==> config.mk <==
export PLATFORM = sky130hd
export DESIGN_NAME = sprite_line_fetch
export DESIGN_NICKNAME = d
export VERILOG_FILES = /design/src/rtl/sprite_line_fetch_pkg.sv /design/src/rtl/sprite_vis_calc.sv /design/src/rtl/sprite_line_fetch.sv
export SDC_FILE = /design/constraint.sdc
export NUM_CORES = 1
export LEC_CHECK = 0
export CAP_MARGIN = 25
export CORE_UTILIZATION = 35
export DETAILED_ROUTE_END_ITERATION = 6
export GPL_TIMING_DRIVEN = 0
export SYNTH_ARGS = -nofsm -noshare
export SYNTH_HDL_FRONTEND = slang
export SYNTH_SLANG_ARGS = --single-unit
==> constraint.sdc <==
create_clock -name CLK_24M -period 5 [get_ports CLK_24M]
set_input_delay 1 -clock CLK_24M [delete_from_list [all_inputs] [get_ports CLK_24M]]
set_output_delay 1 -clock CLK_24M [all_outputs]
set_load 0.005 [all_outputs]
==> src/rtl/sprite_line_fetch_pkg.sv <==
// Shared types and constants for the sprite line fetch stage.
package sprite_line_fetch_pkg;

    localparam int unsigned MAX_SPR_DEFAULT         = 96;
    localparam int unsigned MAP_STRIDE_LOG2_DEFAULT = 6;
    localparam int unsigned TILE_H                  = 16;

    typedef enum logic [1:0] {
        StIdle,
        StAccept,
        StCalc,
        StEmit
    } state_t;

    typedef struct packed {
        logic [15:0] map_addr;
        logic [3:0]  row;
        logic [8:0]  spr_num;
        logic [7:0]  yshrink;
    } req_t;

    function automatic logic [5:0] clamp_size(input logic [5:0] size);
        return (size > 6'd32) ? 6'd32 : size;
    endfunction

endpackage

==> src/rtl/sprite_vis_calc.sv <==
// Combinational line-coverage test and tile-map address for one sprite entry.
module sprite_vis_calc
    import sprite_line_fetch_pkg::*;
#(
    parameter int unsigned MAP_STRIDE_LOG2 = MAP_STRIDE_LOG2_DEFAULT
) (
    input  logic [8:0] i_raster,
    input  logic [8:0] i_y,
    input  logic [5:0] i_size,
    input  logic [8:0] i_spr_num,
    input  logic [7:0] i_yshrink,
    output logic       o_visible,
    output req_t       o_req
);

    logic [8:0] w_delta;
    logic [5:0] w_size_c;
    logic [9:0] w_limit;
    logic [4:0] w_tile;

    // Y is stored as an inverted offset, so raster+Y+1 wraps to the line within the sprite.
    assign w_delta  = i_raster + i_y + 9'd1;
    assign w_size_c = clamp_size(i_size);
    assign w_limit  = 10'(w_size_c) * 10'(TILE_H);
    assign w_tile   = w_delta[8:4];

    assign o_visible = (w_size_c != 6'd0) && ({1'b0, w_delta} < w_limit);

    always_comb begin
        o_req          = '0;
        o_req.map_addr = (16'(i_spr_num) << MAP_STRIDE_LOG2) | (16'(w_tile) << 1);
        o_req.row      = w_delta[3:0];
        o_req.spr_num  = i_spr_num;
        o_req.yshrink  = i_yshrink;
    end

endmodule

==> src/rtl/sprite_line_fetch.sv <==
// Walks the per-line active sprite list and emits slow-VRAM tile-map requests for visible sprites.
module sprite_line_fetch
    import sprite_line_fetch_pkg::*;
#(
    parameter int unsigned MAX_SPR         = MAX_SPR_DEFAULT,
    parameter int unsigned MAP_STRIDE_LOG2 = MAP_STRIDE_LOG2_DEFAULT
) (
    input  logic        CLK_24M,
    input  logic        nRESET,
    input  logic        LINE_START,
    input  logic [8:0]  RASTER_LINE,
    input  logic        IN_VALID,
    output logic        IN_READY,
    input  logic [8:0]  IN_SPR_NUM,
    input  logic        IN_CHAIN,
    input  logic [8:0]  IN_Y,
    input  logic [5:0]  IN_SIZE,
    input  logic [7:0]  IN_YSHRINK,
    input  logic        LIST_END,
    output logic        OUT_VALID,
    input  logic        OUT_READY,
    output logic [15:0] OUT_MAP_ADDR,
    output logic [3:0]  OUT_ROW,
    output logic [8:0]  OUT_SPR_NUM,
    output logic [7:0]  OUT_YSHRINK,
    output logic [6:0]  SPR_COUNT,
    output logic        LINE_DONE
);

    state_t      r_state, w_state_nxt;
    logic [8:0]  r_raster;
    logic [8:0]  r_chain_y;
    logic [5:0]  r_chain_size;
    logic [7:0]  r_chain_shrink;
    logic [8:0]  r_ent_spr;
    logic [8:0]  r_ent_y;
    logic [5:0]  r_ent_size;
    logic [7:0]  r_ent_shrink;
    req_t        r_req;
    logic [6:0]  r_count;
    logic        r_end;

    logic        w_accept;
    logic        w_in_hs;
    logic        w_out_hs;
    logic        w_done;
    logic        w_visible;
    logic        w_emit;
    req_t        w_req;

    assign w_accept = (r_state == StAccept);
    // An entry offered in the same cycle as LINE_START belongs to the old line and is dropped.
    assign w_in_hs  = w_accept && IN_VALID && !LINE_START;
    assign w_out_hs = (r_state == StEmit) && OUT_READY && !LINE_START;
    assign w_done   = w_accept && r_end && !IN_VALID && !LINE_START;
    assign w_emit   = w_visible && (r_count < 7'(MAX_SPR));

    sprite_vis_calc #(
        .MAP_STRIDE_LOG2 (MAP_STRIDE_LOG2)
    ) u_vis_calc (
        .i_raster  (r_raster),
        .i_y       (r_ent_y),
        .i_size    (r_ent_size),
        .i_spr_num (r_ent_spr),
        .i_yshrink (r_ent_shrink),
        .o_visible (w_visible),
        .o_req     (w_req)
    );

    always_comb begin
        w_state_nxt = r_state;
        if (LINE_START) begin
            w_state_nxt = StAccept;
        end else begin
            unique case (r_state)
                StIdle:   w_state_nxt = StIdle;
                StAccept: begin
                    if (w_in_hs) begin
                        w_state_nxt = StCalc;
                    end else if (w_done) begin
                        w_state_nxt = StIdle;
                    end
                end
                StCalc:   w_state_nxt = w_emit ? StEmit : StAccept;
                StEmit:   w_state_nxt = OUT_READY ? StAccept : StEmit;
                default:  w_state_nxt = StIdle;
            endcase
        end
    end

    always_ff @(posedge CLK_24M or negedge nRESET) begin
        if (!nRESET) begin
            r_state <= StIdle;
        end else begin
            r_state <= w_state_nxt;
        end
    end

    always_ff @(posedge CLK_24M or negedge nRESET) begin
        if (!nRESET) begin
            r_raster       <= '0;
            r_chain_y      <= '0;
            r_chain_size   <= '0;
            r_chain_shrink <= '0;
            r_ent_spr      <= '0;
            r_ent_y        <= '0;
            r_ent_size     <= '0;
            r_ent_shrink   <= '0;
            r_req          <= '0;
            r_count        <= '0;
            r_end          <= 1'b0;
        end else if (LINE_START) begin
            r_raster       <= RASTER_LINE;
            r_chain_y      <= '0;
            r_chain_size   <= '0;
            r_chain_shrink <= '0;
            r_count        <= '0;
            r_end          <= 1'b0;
        end else begin
            if (LIST_END) begin
                r_end <= 1'b1;
            end else if (w_done) begin
                r_end <= 1'b0;
            end

            if (w_in_hs) begin
                r_ent_spr <= IN_SPR_NUM;
                if (IN_CHAIN) begin
                    r_ent_y      <= r_chain_y;
                    r_ent_size   <= r_chain_size;
                    r_ent_shrink <= r_chain_shrink;
                end else begin
                    r_ent_y        <= IN_Y;
                    r_ent_size     <= IN_SIZE;
                    r_ent_shrink   <= IN_YSHRINK;
                    r_chain_y      <= IN_Y;
                    r_chain_size   <= IN_SIZE;
                    r_chain_shrink <= IN_YSHRINK;
                end
            end

            if ((r_state == StCalc) && w_emit) begin
                r_req <= w_req;
            end

            if (w_out_hs && (r_count < 7'(MAX_SPR))) begin
                r_count <= r_count + 7'd1;
            end
        end
    end

    assign IN_READY     = w_accept;
    assign OUT_VALID    = (r_state == StEmit);
    assign OUT_MAP_ADDR = r_req.map_addr;
    assign OUT_ROW      = r_req.row;
    assign OUT_SPR_NUM  = r_req.spr_num;
    assign OUT_YSHRINK  = r_req.yshrink;
    assign SPR_COUNT    = r_count;
    assign LINE_DONE    = w_done;

endmodule

# == Word level (Yosys, flattened, before mapping) ==
# Index checks and enable logic that the tools add are counted.
# op_classes
reduce_logical,20
order_cmp,3
n_div,0
shifts,0
add_sub_neg,3
n_mul,0
eq_ne,4
n_mux,21
bitwise,2
# op_table
op,n
two-way mux 9 bit,3
two-way mux 6 bit,4
two-way mux 8 bit,3
bitwise OR 15 x 6 -> 15 bit,1
two-way mux 7 bit,2
logical AND 1 bit,11
less-than comparator 9 x 10 -> 1 bit,1
two-way mux 2 bit,5
adder 9 x 1 -> 9 bit (second input constant),1
adder 9 bit,1
one-hot mux 2 bit (4 select lines),1
adder 7 x 1 -> 7 bit (second input constant),1
less-than comparator 7 bit (second input constant),1
> comparator 6 bit (second input constant),1
nonzero test 6 bit,1
== test 2 bit (second input constant),2
inequality test 4 x 3 -> 1 bit (second input constant),1
AND reduction 2 bit,2
nonzero test 2 bit,2
two-way mux 1 bit,3
nonzero test 3 bit,1
== test 2 x 1 -> 1 bit (second input constant),1
zero test 1 bit,2
zero test 2 bit,1
inverter 1 bit,1
# word_totals
romBits,0
mem_count,0
ff_bits,111
latch_bits,0
output_inout_bits,47
in_bits,48
word_cells,68
ramBits,0

# == Longest topological paths before layout ==
# Gate-level depths: netlist of the first run.
# logic_depth
word_depth,8
mapped_depth,15
ltp_nobuf,14

# == By module ==
# From an unflattened synthesis of the first run, not the netlist that was laid out.
# unflattened
cells_unflattened,416
area_unflattened_um2,5305.1
# by_module_without_submodules
module,seq_area_each_um2,cells_per_inst,instances,area_per_inst_um2
sprite_line_fetch,2777.7,327,1,4618.2
sprite_vis_calc,0.0,89,1,686.9

# == Worst setup path before layout of the first run ==
# OpenSTA, ideal clock, no wires.
# synth_path
path_kind,register to register
from,register r_raster[0]
to,register r_req (netlist bit OUT_SPR_NUM[0])
n_path_buf,1
path_stages_with_launch,16
t_arrival_ns,3.053
required_ns,4.875
synth_period_minus_slack_ns,3.178
slack_ns,1.822
setup_ns,0.125
cell_sequence,dfrtp_1 -> inv_1 -> ha_1 -> inv_1 -> fa_1 -> a21oi_1 -> o211ai_1 -> a31oi_1 -> xnor2_1 -> ha_1 -> a21oi_1 -> a21oi_1 -> nor3_1 -> nand3b_4 -> buf_6 -> mux2_4
# synth_via
elab_chain_len,7
# synth_lines
element,line_no,text
from (decl),sprite_line_fetch.sv:31,logic [8:0] r_raster;
from (signal assigned),sprite_line_fetch.sv:101,r_raster <= '0;
from (signal assigned),sprite_line_fetch.sv:113,r_raster <= RASTER_LINE;
adder 9 bit,sprite_vis_calc.sv:22,assign w_delta = i_raster + i_y + 9'd1;
adder 9 x 1 -> 9 bit,sprite_vis_calc.sv:22,
less-than comparator 9 x 10 -> 1 bit,sprite_vis_calc.sv:27,"assign o_visible = (w_size_c != 6'd0) && ({1'b0, w_delta} < w_limit);"
logical AND 1 bit,sprite_vis_calc.sv:27,
logical AND 1 bit,sprite_line_fetch.sv:56,assign w_emit = w_visible && (r_count < 7'(MAX_SPR));
logical AND 1 bit,sprite_line_fetch.sv:142,if ((r_state == StCalc) && w_emit) begin
AND reduction 2 bit (no source line),-,
to (signal assigned),sprite_line_fetch.sv:143,r_req <= w_req;
to (decl),sprite_line_fetch.sv:39,req_t r_req;
# Every way passes these cells.
# A chain may end at the register's enable or synchronous reset.

# == Worst setup path in the final report of the first run ==
# layout_path
from,register r_raster[3]
to,register r_req (netlist bit OUT_SPR_NUM[5])
# Same word-level chain as after synthesis.

==> flow_summary_export.csv, run 1 <==
group,metric,value,unit
grt,antenna_found_initial,0,
floorplan,dieArea,0.0138,mm²
worst_setup_path,crit_type,"reg -> reg",
floorplan,fp-row-count,41,
clock_tree,cts.sink_count,100,
synth,synth_top_family_by_area,"multiplexers",
worst_setup_path,crit_arrival,3.99,ns
power_and_ir_drop,leakagePower,2.82,nW
timing,fin_crit,3.77,ns
placement,gp_congestion,0.783,
floorplan,coreArea,0.0128,mm²
timing,worstMarginPinSlew,0.863,ns
placement,place_ws,1.22,ns
worst_setup_path,cp-end-kind,"flip-flop",
synth,yosysSeqAreaShare,53.5,%
power_and_ir_drop,p_per_area,407,mW/mm²
routing,top_layer,"met4",
clock_tree,h-tree-depth,3,
timing,skew,0.00454,ns
timing,slew_viol_final,0,
cells_and_area,nFillCells,1187,
routing,routedWlPerCell,15.7,µm
timing,hold_slack,0.501,ns
synth,synthMuxAreaShare,17.0,%
clock_tree,cts_buffer_depth,2,
routing,wl_met2,4.78,mm
worst_hold_path,hold_class,"reg -> reg",
clock_tree,cts_resized,0,
cells_and_area,drive_gt1_share,15.5,%
synth,synth_xor_area_share,2.25,%
timing,setup_tns,0,ns
cells_and_area,layout_common_cells,"100 x dfrtp_1, 90 x clkdlybuf4s50_1, 38 x nor2_1",
clock_tree,clk_latency,0.34,ns
routing,drc,0,
synth,synth-adder-area-share,3.90,%
synth,yosys.area_share.simple,8.34,%
run_status,status,"finished clean",
routing,num_vias,3217,
worst_setup_path,crit_required,5.22,ns
flow_run,cap_violations,0,
clock_tree,cts_buffers,9,
placement,portBuffers,91,
clock_tree,clk_pin_slew,0.07,ns
timing,rsz0062_at_grt,"false",
cells_and_area,syn_to_final_growth,31.6,%
floorplan,start_util,36.5,%
clock_tree,postCtsHoldBufs,0,
routing,drt-initial-drc-count,142,
timing,timing.final.ws_setup,1.23,ns
routing,avgViaCountPerCell,4.85,
routing,routed_wirelength,10.4,mm
clock_tree,cts_tree,"yes",
worst_setup_path,start_kind,"flip-flop",
clock_tree,cts_root_buf,"clkbuf_16",
placement,hpwl,7.56,mm
timing,hold_viol,0,
routing,drt-met1-wl,5.10,mm
synth,async_reset_ff_share,100,%
clock_tree,cts_setup_buffers,0,
routing,drtPass1Iterations,4,
timing,period_share,75.3,%
cells_and_area,finalNetCount,548,
synth,synthesis.area,0.00468,mm²
timing,fmaxAchievable,266,MHz
floorplan,ios,95,
grt,grt_first_pass_wirelength,17.2,mm
grt,grt_max_degree,53,
synth,ys_warn_count,0,
floorplan,die_x,118,µm
synth,synth.distinct_cells,45,
synth,synth_seq_cells,100,
synth,synth_area_per_cell,12.2,µm²
timing,setup_viol,0,
synth,synth-edff-count,0,
timing,slew_headroom,41.8,%
synth,synth_compound_area_share,10.2,%
synth,ys.flop_type,"dfrtp_1",
grt,grt_pass1_vias,3233,
power_and_ir_drop,vdd_ir_drop_max,0.000150,V
routing,wl_met3,390,µm
synth,synthCells,382,
cells_and_area,layout_commonest_cell,"dfrtp_1",
routing,antenna_left,0,
cells_and_area,antenna_cells,0,
grt,grt_usage,15.9,%
grt,grt_overflow,0,
floorplan,die_y,118,µm
worst_setup_path,crit_fanout,10,
-- synth_stat cells (2+ instances only) --
cell type	count	area share, %
nand4_1	2	0.27
nand4b_1	2	0.37
buf_6	3	0.72
inv_1	10	0.80
xnor2_1	6	1.1
a31oi_1	2	0.27
dfrtp_1	100	53
nand2b_1	6	0.80
o21ai_0	4	0.43
and2_1	2	0.27
nand3b_1	2	0.32
ha_1	13	3.5
xor2_1	6	1.1
nand3_1	2	0.21
mux2_4	19	6.1
buf_4	11	1.8
nor3_1	2	0.21
clkbuf_1	17	1.4
a22o_1	23	4.3
and3_1	5	0.67
a21oi_1	31	3.3
mux2_2	23	5.5
mux2i_1	25	5.3
nor2b_1	2	0.27
nor2_1	38	3.0
nand2_1	7	0.56
-- per-stage QoR --
stage / total power (W) / util (%) / instances / area [µm²]
2_1_floorplan: 0.00144 / - / 383 / 4680
3_3_place_gp: 0.00174 / 45.3 / 646 / 5810
3_5_place_dp: 0.00177 / 45.5 / 647 / 5830
4_1_cts: 0.00254 / 48.0 / 663 / 6160
5_1_grt: 0.00265 / 48.0 / 663 / 6160
6_report: 0.00251 / 48.0 / 663 / 6160
-- kinds of logic after synthesis --
group	after synthesis
DFF	100
muxes	67
other	1
buffers and inverters	42
AOI/OAI and AO/OA	70
adders and majority gates	14
xor gates and xnor gates	12
and+or+nand+nor	76
-- flip-flops by register name, indices dropped and copies added (netlist names), 7 cells and up --
| register | flops |
|---|---|
| OUT_SPR_NUM | 9 |
| r_ent_spr | 9 |
| r_chain_y | 9 |
| r_ent_y | 9 |
| r_ent_shrink | 8 |
| OUT_YSHRINK | 8 |
| r_chain_shrink | 8 |
| r_raster | 9 |
| SPR_COUNT | 7 |
-- worst max-delay path, stage by stage, from the launching register on --
cell	delay [ns]
dfrtp_1	0.39
ha_1	0.38
a21o_1	0.21
a21oi_1	0.10
nor2b_1	0.16
o311ai_0	0.76
ha_1	0.37
nand3_1	0.08
a21oi_1	0.06
nor3_1	0.37
nand3b_4	0.23
buf_6	0.23
mux2_4	0.30
-- cell type report --
| type | count | area [µm²] | area share [%] |
|---|---|---|---|
| flip-flops and latches | 100 | 2500 | 40.6 |
| multi-input cells | 241 | 1960 | 31.8 |
| repair buffers | 92 | 936 | 15.2 |
| clock buffers | 11 | 243 | 3.94 |
| well taps | 172 | 215 | 3.49 |
| plain buffers | 32 | 185 | 3.01 |
| clock inverters | 5 | 82.6 | 1.34 |
| inverters | 10 | 37.5 | 0.610 |
-- final timing paths --
path | start | endpoint | slack (ns) | cells after the start
min in group asynchronous | nRESET | SPR_COUNT[4]$_DFFE_PN0P_ | 0.68 | 1
setup reg to reg | r_raster[3]$_DFFE_PN0P_ | OUT_SPR_NUM[5]$_DFFE_PN0P_ | 1.23 | 12
max in group asynchronous | nRESET | r_ent_spr[3]$_DFFE_PN0P_ | 3.63 | 2
setup / recovery | r_raster[3]$_DFFE_PN0P_ | OUT_SPR_NUM[5]$_DFFE_PN0P_ | 1.23 | 12
hold reg to reg | r_ent_spr[3]$_DFFE_PN0P_ | OUT_SPR_NUM[3]$_DFFE_PN0P_ | 0.50 | 1
hold / removal | r_ent_spr[3]$_DFFE_PN0P_ | OUT_SPR_NUM[3]$_DFFE_PN0P_ | 0.50 | 1
-- routing by layer --
metal / vias to the layer above / global-route usage (%)
met2: 69 / 25.0
met1: 1582 / 21.6
met5: - / 0
met4: 0 / 5.45
li1: 1557 / -
met3: 9 / 3.29
-- power by group --
group          switching, W  internal (W)
registers         0.0000857      0.000949
logic              0.000281      0.000434
clock network      0.000303      0.000455
(Power assumes the default switching activity.)
==> run 2: changes to the inputs <==
clock period = 3.4 ns   (was 5 ns; I/O delays follow)
==> run 2 against run 1 <==
Via count rose by 0.90%; total power rose by 49%; die area did not move; sequential share of layout area fell by 0.82 points; combinational power rose by 55%; count of clock-buffer cells in the layout did not move; clock skew barely moved; cell count rose by 0.90%; critical path type unchanged; clock power rose by 48%; first-iteration DRC count rose by 26%.
==> flow_summary_export.csv, run 2 (synthesis gave the netlist of run 1 again) <==
group,metric,value,unit
timing,fin_crit,3.35,ns
cells_and_area,layout_common_cells,"100 x dfrtp_1, 90 x clkdlybuf4s50_1, 38 x nor2_1",
clock_tree,h-tree-depth,3,
grt,grt_max_degree,53,
worst_setup_path,crit_required,3.63,ns
routing,routedWlPerCell,15.8,µm
routing,antenna_left,0,
clock_tree,clk_latency,0.34,ns
cells_and_area,drive_gt1_share,18.9,%
worst_setup_path,cp_slowest_cell,"dfrtp_1",
cells_and_area,syn_to_final_growth,34.4,%
routing,drt-initial-drc-count,179,
routing,drc,0,
grt,grt_pass1_vias,3241,
cells_and_area,final_util,49.0,%
placement,portBuffers,91,
floorplan,die_y,118,µm
clock_tree,cts.sink_count,100,
clock_tree,clk_pin_slew,0.07,ns
power_and_ir_drop,p_comb_share,29.5,%
floorplan,dieArea,0.0138,mm²
timing,slew_viol_final,0,
worst_setup_path,cp-end-kind,"flip-flop",
routing,routed_wirelength,10.6,mm
cells_and_area,antenna_cells,0,
cells_and_area,layout_commonest_cell,"dfrtp_1",
timing,hold_slack,0.361,ns
floorplan,coreArea,0.0128,mm²
power_and_ir_drop,leakagePower,2.88,nW
timing,worstMarginPinSlew,0.780,ns
worst_setup_path,crit_arrival,3.58,ns
placement,gp_congestion,0.783,
floorplan,die_x,118,µm
worst_setup_path,crit_type,"reg -> reg",
run_status,status,"finished clean",
floorplan,start_util,36.5,%
worst_setup_path,start_kind,"flip-flop",
timing,skew,0.00481,ns
power_and_ir_drop,p_per_area,596,mW/mm²
timing,setup_viol,0,
flow_run,cap_violations,0,
routing,drtPass1Iterations,4,
grt,grt_overflow,0,
worst_hold_path,hold_class,"in -> async",
clock_tree,cts_tree,"yes",
timing,period_share,98.6,%
routing,avgViaCountPerCell,4.85,
worst_setup_path,crit_chain,"inv_2, ha_4, inv_2, fa_2, a21oi_2, o211ai_1, a31oi_1, xnor2_1, ha_1, a21oi_1, a21oi_1, nor3_2, nand3b_4, clkbuf_16, mux2_4",
power_and_ir_drop,p_int,0.00274,W
timing,fmaxAchievable,298,MHz
routing,num_vias,3246,
worst_setup_path,crit_fanout,5,
power_and_ir_drop,swShare,26.9,%
floorplan,ios,95,
power_and_ir_drop,pwr-share-clk,29.8,%
worst_setup_path,r2r-start,"r_ent_y[0]$_DFFE_PN0P_",
worst_setup_path,r2r.worst_path.cells,15,
timing,slew_headroom,48.0,%
clock_tree,postCtsHoldBufs,0,
clock_tree,cts_buffer_depth,2,
timing,rsz0062_at_grt,"true",
grt,grt_usage,15.9,%
grt,grt_first_pass_wirelength,17.3,mm
clock_tree,cts_buffers,9,
cells_and_area,nFillCells,1169,
placement,hpwl,7.56,mm
timing,hold_viol,0,
worst_setup_path,r2r_end,"OUT_SPR_NUM[8]$_DFFE_PN0P_",
power_and_ir_drop,vdd_ir_drop_max,0.000224,V
cells_and_area,finalNetCount,554,
clock_tree,cts_root_buf,"clkbuf_16",
floorplan,fp-row-count,41,
power_and_ir_drop,power_switching,0.00101,W
power_and_ir_drop,power_frac_seq,40.6,%
grt,antenna_found_initial,0,
timing,setup_tns,0,ns
worst_setup_path,r2r_slack,0.05,ns
worst_setup_path,critPathMaxStageDelay,0.41,ns
run 2: cell types whose count changed in the layout (fill, tap and decap cells not counted), moves of 2 or more:
cell and delta:
buf_4 +5, ha_2 +2, buf_6 -2, ha_1 -3
buf_12 +2, a21oi_1 -2, a21oi_2 +2, inv_2 +3
inv_1 -3
run 2: worst max-delay path by stage:
| stage | from | end | slack [ns] | depth (start not counted) |
|---|---|---|---|---|
| floorplan | r_raster[0]$_DFFE_PN0P_ | OUT_SPR_NUM[0]$_DFFE_PN0P_ | 0.22 | 15 |
| global placement | nRESET | OUT_SPR_NUM[0]$_DFFE_PN0P_ | -2.13 | 1 |
| detailed placement | r_raster[3]$_DFFE_PN0P_ | OUT_SPR_NUM[5]$_DFFE_PN0P_ | -0.38 | 12 |
| CTS | r_ent_y[0]$_DFFE_PN0P_ | OUT_MAP_ADDR[1]$_DFFE_PN0P_ | 0.007 | 15 |
| global route | r_raster[0]$_DFFE_PN0P_ | OUT_MAP_ADDR[1]$_DFFE_PN0P_ | -0.07 | 15 |
| finish | r_ent_y[0]$_DFFE_PN0P_ | OUT_SPR_NUM[8]$_DFFE_PN0P_ | 0.05 | 15 |
run 2: layer usage:
layer | share of wire (%) | global-route usage [%] | vias to the layer above
li1 | - | - | 1574
met5 | 0 | 0 | -
met2 | 45 | 24.9 | 71
met4 | 1.7 | 5.77 | 0
met3 | 4.1 | 3.29 | 13
met1 | 49 | 21.7 | 1588
run 2: repair_timing:
action / in CTS / in global routing
endpoints found under the setup margin: 26 / 25
gates resized for setup: 3 / 16
pin swaps: 2 / 4
buffers inserted: 1 / 4
endpoints found under the hold margin: 0 / 0
gates cloned: 0 / 1
run 2: power groups by stage:
stage | combinational, W | sequential, W | clock, W
final | 0.00111 | 0.00152 | 0.00112
after global routing | 0.00121 | 0.00155 | 0.00120
after CTS | 0.00107 | 0.00152 | 0.00115
after detailed placement | 0.00106 | 0.00155 | 0
after global placement | 0.00102 | 0.00154 | 0
after floorplan | 0.000591 | 0.00153 | 0
run 2: layout make-up:
cell class              instances  area (µm²)  area share (%)
inverters                      10        37.5           0.597
plain buffers                  32         203            3.22
multi-input cells             241        2000            31.9
repair buffers                 98         998            15.9
clock buffers                  11         243            3.86
well taps                     172         215            3.42
flip-flops and latches        100        2500            39.8
clock inverters                 5        82.6            1.31
run 2: critical path: cells and delay by family, from the launching register on:
family | cells | cell delay (ns)
adders and majority gates | 3 | 0.80
AOI/OAI and AO/OA | 5 | 0.73
and+or+nand+nor | 2 | 0.46
DFF | 1 | 0.41
buffers and inverters | 3 | 0.34
muxes | 1 | 0.29
xor gates and xnor gates | 1 | 0.22
run 2: per-stage QoR:
step	worst slack (ns)	cell area, µm²	std cells	total power [W]
6_report	0.0477	6290	669	0.00374
3_3_place_gp	-2.13	5810	646	0.00256
4_1_cts	0.00652	6170	664	0.00374
2_1_floorplan	0.222	4680	383	0.00212
5_1_grt	-0.0706	6290	669	0.00396
3_5_place_dp	-0.376	5830	647	0.00261
==> run 3: changes to the inputs <==
HOLD_SLACK_MARGIN = 0.1   (was unset)
==> results of run 3 <==
Same layout as run 2: the final DEF is identical, and so are final timing and power.
